`config.mk`:
```
export PLATFORM = sky130hd
export DESIGN_NAME = game_score_keeper
export DESIGN_NICKNAME = d
export VERILOG_FILES = /design/src/rtl/game_score_keeper.sv
export SDC_FILE = /design/constraint.sdc
export NUM_CORES = 1
export LEC_CHECK = 0
export CORE_MARGIN = 1.5
export CORE_UTILIZATION = 60
export DETAILED_ROUTE_END_ITERATION = 10
export PLACE_DENSITY = 0.95
export SLEW_MARGIN = 15
export SYNTH_ARGS = -nofsm -noshare
export SYNTH_HDL_FRONTEND = slang
export SYNTH_SLANG_ARGS = --single-unit
```
`constraint.sdc`:
```
create_clock -name clk -period 8.3 [get_ports clk]
set_input_delay 1.245 -clock clk [delete_from_list [all_inputs] [get_ports clk]]
set_output_delay 1.245 -clock clk [all_outputs]
set_load 0.05 [all_outputs]
```
`src/rtl/game_score_keeper.sv`:
```
// Per-game score engine: start-score load, per-second decay, saturating
// bonus/penalty events, final-score latch on game over and session high score.
module game_score_keeper #(
    parameter int unsigned TICK_CYCLES = 100000000,
    parameter int unsigned SCORE_W     = 16,
    parameter int unsigned SEC_W       = 16,
    parameter int unsigned START_SCORE = 32'h0000_FFFF,
    parameter int unsigned DECAY       = 65,
    parameter int unsigned EVT_W       = 8
) (
    input  logic               clk,
    input  logic               reset,
    input  logic               start,
    input  logic               gameover,
    input  logic               bonus_valid,
    input  logic [EVT_W-1:0]   bonus_amt,
    input  logic               penalty_valid,
    input  logic [EVT_W-1:0]   penalty_amt,
    output logic [SCORE_W-1:0] score,
    output logic [SEC_W-1:0]   seconds,
    output logic [SCORE_W-1:0] final_score,
    output logic               final_valid,
    output logic [SCORE_W-1:0] high_score,
    output logic               new_high,
    output logic [1:0]         state
);

    localparam int unsigned PRE_W = (TICK_CYCLES > 1) ? $clog2(TICK_CYCLES) : 1;
    localparam int unsigned SUM_W = SCORE_W + 2;

    localparam logic [PRE_W-1:0]        PRE_LAST  = PRE_W'(TICK_CYCLES - 1);
    localparam logic [SCORE_W-1:0]      START_VAL = SCORE_W'(START_SCORE);
    localparam logic signed [SUM_W-1:0] DECAY_S   = SUM_W'(DECAY);
    localparam logic signed [SUM_W-1:0] SCORE_MAX = $signed({2'b00, {SCORE_W{1'b1}}});

    typedef enum logic [1:0] {
        ST_IDLE = 2'd0,
        ST_RUN  = 2'd1,
        ST_OVER = 2'd2
    } state_t;

    state_t              cur_state;
    state_t              next_state;
    logic [PRE_W-1:0]    prescaler;
    logic [PRE_W-1:0]    prescaler_n;
    logic [SCORE_W-1:0]  score_n;
    logic [SEC_W-1:0]    seconds_n;
    logic [SCORE_W-1:0]  final_score_n;
    logic                final_valid_n;
    logic [SCORE_W-1:0]  high_score_n;
    logic                new_high_n;
    logic                tick;
    logic signed [SUM_W-1:0] sum;
    logic [SCORE_W-1:0]  score_upd;

    assign state = cur_state;

    // Second tick and saturating score arithmetic in a widened signed domain
    always_comb begin
        tick = (cur_state == ST_RUN) && (prescaler == PRE_LAST);
        sum  = $signed({2'b00, score})
             + (bonus_valid   ? $signed({{(SUM_W-EVT_W){1'b0}}, bonus_amt})   : '0)
             - (tick          ? DECAY_S                                       : '0)
             - (penalty_valid ? $signed({{(SUM_W-EVT_W){1'b0}}, penalty_amt}) : '0);
        if (sum < 0) begin
            score_upd = '0;
        end else if (sum > SCORE_MAX) begin
            score_upd = '1;
        end else begin
            score_upd = sum[SCORE_W-1:0];
        end
    end

    // Next-state and next-register values; gameover takes priority over events
    always_comb begin
        next_state    = cur_state;
        prescaler_n   = prescaler;
        score_n       = score;
        seconds_n     = seconds;
        final_score_n = final_score;
        final_valid_n = 1'b0;
        high_score_n  = high_score;
        new_high_n    = 1'b0;
        case (cur_state)
            ST_IDLE, ST_OVER: begin
                if (start) begin
                    next_state  = ST_RUN;
                    score_n     = START_VAL;
                    seconds_n   = '0;
                    prescaler_n = '0;
                end
            end
            ST_RUN: begin
                if (gameover) begin
                    next_state    = ST_OVER;
                    prescaler_n   = '0;
                    final_score_n = score;
                    final_valid_n = 1'b1;
                    if (score > high_score) begin
                        high_score_n = score;
                        new_high_n   = 1'b1;
                    end
                end else begin
                    score_n = score_upd;
                    if (tick) begin
                        prescaler_n = '0;
                        if (seconds != '1) begin
                            seconds_n = seconds + SEC_W'(1);
                        end
                    end else begin
                        prescaler_n = prescaler + PRE_W'(1);
                    end
                end
            end
            default: next_state = ST_IDLE;
        endcase
    end

    // FSM state register
    always_ff @(posedge clk or posedge reset) begin
        if (reset) begin
            cur_state <= ST_IDLE;
        end else begin
            cur_state <= next_state;
        end
    end

    // Datapath registers
    always_ff @(posedge clk or posedge reset) begin
        if (reset) begin
            prescaler   <= '0;
            score       <= '0;
            seconds     <= '0;
            final_score <= '0;
            final_valid <= 1'b0;
            high_score  <= '0;
            new_high    <= 1'b0;
        end else begin
            prescaler   <= prescaler_n;
            score       <= score_n;
            seconds     <= seconds_n;
            final_score <= final_score_n;
            final_valid <= final_valid_n;
            high_score  <= high_score_n;
            new_high    <= new_high_n;
        end
    end

endmodule

```
==> results of run 1 <==
## flip-flops by register name, summed over array words and instances, names as in the netlist
register / count
high_score: 16
new_high: 1
final_score: 16
state: 2
prescaler: 27
score: 16
final_valid: 1
seconds: 16
## cell type report
type / instances / area [um2] / share of cell area [%]
multi-input cells: 567 / 3800 / 49.4
clock inverters: 3 / 26.3 / 0.341
well taps: 140 / 175 / 2.28
repair buffers: 96 / 943 / 12.3
clock buffers: 13 / 149 / 1.93
inverters: 60 / 226 / 2.94
flip-flops and latches: 95 / 2380 / 30.9
## logic make-up after synthesis
kind of cell / after synthesis / share of synthesized area, %
adder cells (fa/ha/maj): 53 / 11.2
multiplexers: 19 / 2.91
XOR/XNOR: 35 / 4.67
AND/OR/NAND/NOR: 275 / 21.2
flip-flops: 95 / 36.2
buffers and inverters: 98 / 6.08
AO/OA/AOI/OAI: 185 / 17.7
## worst reg2reg max path, stage by stage (launching register included)
cell	delay (ps)
dfrtp_1	410
ha_1	180
and2_1	210
nand2_1	120
nor4_4	380
nand2_1	190
fa_1	530
inv_1	50
fa_1	500
inv_1	50
ha_1	210
fa_1	420
a211oi_1	240
o21a_1	250
a21o_1	190
a211oi_1	80
buf_4	180
nor2_1	240
a211oi_1	120
## through the flow
stage | setup WS (ps) | instances | utilization [%]
after floorplan | 4040 | 760 | -
after global placement | 3220 | 958 | 70.0
after detailed placement | 3190 | 958 | 70.0
after CTS | 3600 | 974 | 71.6
after global routing | 3230 | 974 | 71.6
final | 3590 | 974 | 71.6
## layer usage
layer  wire [um]  vias to the layer above  share of wire, %  global-route usage, %
met3        1170                       44               7.3                   4.84
met2        7670                      252                48                   46.6
met1        6820                     2889                42                   38.8
li1            -                     2842                 -                      -
met5           0                        -                 0                      0
met4         415                        0               2.6                   11.6
## power by group
group | total, mW | switching, mW | internal [mW]
Combinational | 1.55 | 0.979 | 0.567
Clock | 0.284 | 0.164 | 0.120
Sequential | 0.654 | 0.112 | 0.542
Total | 2.48 | 1.26 | 1.23
## path summary, 6_finish.rpt
path / startpoint / end / cells after the start
max: penalty_valid / score[14] / 12
max reg2reg: prescaler[0] / score[8] / 18
min: final_score[12] / final_score[12] / 2
min in group asynchronous: reset / seconds[10] / 2
max in group asynchronous: reset / final_score[15] / 3
min reg2reg: final_score[12] / final_score[12] / 2
## Yosys cell counts (all sizes together) (2+ instances only)
cell type / n / area share (%)
dfrtp: 95 / 36
nand2: 90 / 5.1
inv: 60 / 3.4
o21ai: 58 / 4.4
nor2: 55 / 3.1
ha: 43 / 8.2
nand3: 36 / 2.8
a21oi: 34 / 2.6
or4: 24 / 2.7
clkbuf: 22 / 1.3
o211ai: 21 / 2.4
xor2: 20 / 2.7
a31oi: 19 / 1.8
mux2i: 18 / 2.7
buf: 16 / 1.4
xnor2: 15 / 2.0
a211oi: 14 / 1.7
and2: 13 / 1.2
nand4: 11 / 1.0
fa: 10 / 3.0
a21o: 9 / 1.0
or3: 9 / 0.86
o31ai: 8 / 0.91
and3: 6 / 0.57
and4: 6 / 0.80
a221oi: 5 / 0.67
nand2b: 5 / 0.48
nor2b: 5 / 0.48
o21a: 5 / 0.57
nor3: 4 / 0.30
and2b: 2 / 0.23
nor3b: 2 / 0.23
nor4: 2 / 0.42
nor4bb: 2 / 0.30
o2111ai: 2 / 0.27
o31a: 2 / 0.27
==> results.py, run 1 <==
metrics = {
    "die": {
        "io_pins": 90,
        "die_w_um": 108,
        "dieArea_um2": 11600,
        "start_util_pct": 61.1,
        "die_h_um": 108,
        "core_um2": 10700,
        "rows": 38,
    },
    "synth": {
        "ys_async_sr_fraction_pct": 100,
        "ys_warn_count": 0,
        "synth_fp_nets": 835,
        "netlist_area_um2": 6570,
        "netlist-cell-type-count": 56,
        "synth_edf_count": 0,
        "synthFlopType": "dfrtp_1",
        "ys_ff_latch": 95,
        "avgSynthCellArea_um2": 8.64,
        "synthCells": 760,
        "synth-seq-area-share_pct": 36.2,
    },
    "run": {
        "maxCapViolCount": 0,
    },
    "placement": {
        "place_area_um2": 7520,
        "port_buffers": 89,
        "place_hpwl_mm": 12.0,
        "place_congestion": 0.911,
    },
    "layout": {
        "areaGrowthSynthToFinish_pct": 17.2,
        "final_common_cell": "dfrtp_1",
        "fill_cells": 779,
        "final_cell_mix": "dfrtp_1 (95), nand2_1 (90), clkdlybuf4s50_1 (89)",
        "diodes": 0,
        "fin_area_um2": 7700,
        "nets": 904,
        "drive_above_1_share_pct": 3.48,
    },
    "global_route": {
        "antenna_found_initial": 0,
        "grt_start_max_net_pins": 68,
        "grt.overflow.total": 0,
        "track_usage_pct": 28.9,
        "grt_first_pass_wirelength_mm": 26.5,
        "grt_pass1_vias": 5666,
    },
    "setup_path": {
        "path_buf_inv": 2,
        "cp_data_arrival_time_ps": 4970,
        "critPathTopFamily": "adder cells",
        "max_stage_delay_ps": 600,
        "slowest_stage": "clkdlybuf4s50_1",
        "cp.required_ps": 8560,
        "cp_max_fo": 10,
        "start_kind": "primary input",
        "end_kind": "flip-flop",
        "cp_cell_sequence": "clkdlybuf4s50_1 > and2_1 > fa_1 > fa_1 > inv_1 > ha_1 > a21o_1 > a21o_1 > a221oi_1 > o311ai_1 > nand2_1 > o21ai_0",
        "rrSetupSlack_ps": 3620,
        "crit_type": "primary input to flip-flop",
    },
    "clocking": {
        "cts_resized": 0,
        "holdBufCountCts": 0,
        "postCtsSetupRepairBufs": 0,
        "root_buffer": "clkbuf_8",
        "cts.htree.levels": 3,
        "numCtsBuffers": 9,
        "cts_tree": "done",
        "clk_latency_ps": 390,
        "clk_pin_slew_ps": 90,
        "clk_path_buf_depth": 2,
        "clock_sinks": 95,
    },
    "sta": {
        "tightestPinTransition_ps": 1090,
        "final.setup.tns_ps": 0,
        "rsz0062_at_grt": "no",
        "max_freq_mhz": 212,
        "maxSlewViolCount": 0,
        "finalCriticalPeriod_ps": 4710,
        "fin_crit_sh_pct": 56.8,
        "holdWs_ps": 493,
        "skew_ps": 15.0,
        "maxSlewHeadroom_pct": 27.5,
        "final-setup-viol-count": 0,
        "hold_violations": 0,
    },
    "power_and_ir_drop": {
        "ir_worst_vdd_mv": 0.190,
        "total_power_mw": 2.48,
        "p_per_area_nw_per_um2": 323,
        "power.leakage_nw": 3.53,
    },
    "outcome": {
        "status": "finished clean",
    },
    "routing": {
        "detail-route-antenna-nets": 0,
        "wl_per_cell_um": 16.5,
        "drt-total-wl_mm": 16.1,
        "num_vias": 6027,
        "vias_per_cell": 6.19,
        "route.detailed.drc": 0,
        "firstDrtPassIters": 5,
        "initialDrtViolationCount": 446,
    },
    "min_path": {
        "min_path_type": "flip-flop to flip-flop",
    },
}
Power figures use the tool's default switching activity.
==> run 2, diff against run 1 <==
--- a/config.mk
+++ b/config.mk
@@ -6,9 +6,9 @@
 export NUM_CORES = 1
 export LEC_CHECK = 0
 export CORE_MARGIN = 1.5
-export CORE_UTILIZATION = 60
+export CORE_UTILIZATION = 51
 export DETAILED_ROUTE_END_ITERATION = 10
-export PLACE_DENSITY = 0.95
+export PLACE_DENSITY = 0.87
 export SLEW_MARGIN = 15
 export SYNTH_ARGS = -nofsm -noshare
 export SYNTH_HDL_FRONTEND = slang
==> constraint.sdc (replaced) <==
create_clock -name clk -period 4 [get_ports clk]
set_input_delay 0.6 -clock clk [delete_from_list [all_inputs] [get_ports clk]]
set_output_delay 0.6 -clock clk [all_outputs]
set_load 0.05 [all_outputs]
==> run 2 against run 1 <==
- the run now ends with setup timing left
- clock skew fell by 7.9 ps
- final cell count is 7.1% higher
- global-route usage is 3.3 points lower
- via count up 2.6%
- sequential power up 110%
- critical path type is now flip-flop to flip-flop
==> results.py, run 2 (synthesized netlist as in run 1, its figures left out) <==
metrics = {
    "clocking": {
        "cts.htree.levels": 3,
        "clk_latency_ps": 340,
        "root_buffer": "clkbuf_16",
        "cts_tree": "done",
        "clk_pin_slew_ps": 60,
        "holdBufCountCts": 0,
        "clk_path_buf_depth": 2,
        "clock_sinks": 95,
        "numCtsBuffers": 9,
    },
    "routing": {
        "initialDrtViolationCount": 619,
        "wl_per_cell_um": 16.4,
        "wl_met2_mm": 8.00,
        "drt-total-wl_mm": 17.1,
        "detail-route-antenna-nets": 0,
        "vias_per_cell": 5.93,
        "met1_length_mm": 7.53,
        "num_vias": 6186,
        "wl_met3_mm": 1.17,
        "firstDrtPassIters": 6,
        "dr.max_layer_used": "met4",
        "route.detailed.drc": 0,
    },
    "global_route": {
        "track_usage_pct": 25.6,
        "grt.overflow.total": 0,
        "antenna_found_initial": 0,
        "grt_first_pass_wirelength_mm": 27.5,
        "grt_start_max_net_pins": 55,
        "grt_pass1_vias": 5693,
    },
    "layout": {
        "largest_reg_flops": 27,
        "diodes": 0,
        "fin_cells": 1043,
        "final_cell_mix": "dfrtp_1 (95), clkdlybuf4s50_1 (89), nand2_1 (88)",
        "top_register": "prescaler",
        "final_common_cell": "dfrtp_1",
        "fin_area_um2": 8290,
        "fin_util_pct": 66.0,
        "areaGrowthSynthToFinish_pct": 26.2,
        "nets": 941,
        "drive_above_1_share_pct": 9.99,
    },
    "placement": {
        "dp.cells": 1022,
        "place_area_um2": 7850,
        "place_hpwl_mm": 12.3,
        "place_congestion": 0.943,
        "port_buffers": 89,
    },
    "sta": {
        "setup_ws_ps": -244,
        "max_freq_mhz": 236,
        "tightestPinTransition_ps": 1080,
        "rsz0062_at_grt": "yes",
        "skew_ps": 7.08,
        "maxSlewHeadroom_pct": 28.3,
        "final.setup.tns_ps": -2730,
        "final-setup-viol-count": 16,
        "fin_crit_sh_pct": 106,
        "maxSlewViolCount": 0,
        "hold_violations": 0,
        "finalCriticalPeriod_ps": 4240,
    },
    "setup_path": {
        "cp_data_arrival_time_ps": 4440,
        "slowest_stage": "fa_1",
        "end_kind": "flip-flop",
        "cp_cell_sequence": "nor4bb_2 > nand3_1 > nor4_4 > nand2_2 > fa_1 > inv_1 > fa_1 > inv_2 > ha_4 > fa_2 > a211oi_2 > o21a_1 > a21o_1 > a211oi_2 > buf_4 > a221oi_1 > a31oi_1",
        "crit_type": "flip-flop to flip-flop",
        "path_buf_inv": 3,
        "start_kind": "flip-flop",
        "max_stage_delay_ps": 510,
        "rr_worst_depth": 17,
        "critPathTopFamily": "adder cells",
        "crit_path_start": "prescaler[8]",
        "cp-endpoint": "score[9]",
        "cp.required_ps": 4200,
        "cp_max_fo": 4,
        "rrSetupSlack_ps": -240,
        "r2r-end": "score[9]",
        "reg2reg_from": "prescaler[8]",
        "crit_cells": 17,
    },
    "power_and_ir_drop": {
        "p_per_area_nw_per_um2": 715,
        "total_power_mw": 5.93,
        "ir_worst_vdd_mv": 0.413,
        "power.leakage_nw": 3.79,
    },
    "die": {
        "start_util_pct": 52.3,
        "die_w_um": 116,
        "io_pins": 90,
        "die_h_um": 116,
        "rows": 41,
        "dieArea_um2": 13600,
        "core_um2": 12600,
    },
    "outcome": {
        "violations": "setup timing",
        "status": "finished with violations",
    },
    "min_path": {
        "min_path_type": "flip-flop to flip-flop",
    },
    "run": {
        "maxCapViolCount": 0,
    },
}
==> run 2: final cells by class <==
class                           count  area, um2
Clock buffer                       13        240
Clock inverter                      3       43.8
Fill cell                         950       4280
Inverter                           60        226
Multi-Input combinational cell    567       3950
Sequential cell                    95       2380
Tap cell                          172        215
Timing Repair Buffer              133       1230
==> run 2: worst min path at each step <==
stage / endpoint / cells past startpoint / from / slack [ps]
6_report: final_score[7] / 2 / final_score[7] / 490
3_3_place_gp: final_score[14] / 2 / final_score[14] / 460
5_1_grt: final_score[12] / 2 / final_score[12] / 510
2_1_floorplan: prescaler[0] / 1 / prescaler[0] / 480
4_1_cts: final_score[12] / 2 / final_score[12] / 490
3_5_place_dp: final_score[12] / 2 / final_score[12] / 480
==> run 2: per-layer routing <==
layer / GRT usage, % / vias to the layer above
met2: 41.5 / 251
met3: 3.94 / 42
met1: 35.5 / 2967
met5: 0 / -
li1: - / 2926
met4: 7.89 / 0
==> run 2: report_power, final <==
part | internal (mW) | switching [mW]
clock | 0.486 | 0.358
combinational | 1.43 | 2.30
sequential | 1.13 | 0.231
==> run 2: tightest hold or removal path: cells and delay by family (launching register included) <==
| kind | cells | cell delay [ps] |
|---|---|---|
| flip-flops | 1 | 350 |
| AO/OA/AOI/OAI | 1 | 60 |
| AND/OR/NAND/NOR | 1 | 50 |
==> run 2: per-stage QoR <==
step	hold WS, ps	setup WS, ps
global route	510	-443
global placement	463	-41.0
detailed placement	480	-166
CTS	493	-7.89
floorplan	485	23.0
finish	490	-244
==> run 2: timing repair <==
item | in CTS | in global routing
endpoints found under the setup margin | 16 | 16
pin swaps | 6 | 10
gates resized for setup | 11 | 19
setup buffers | 1 | 3
cloned | 0 | 1
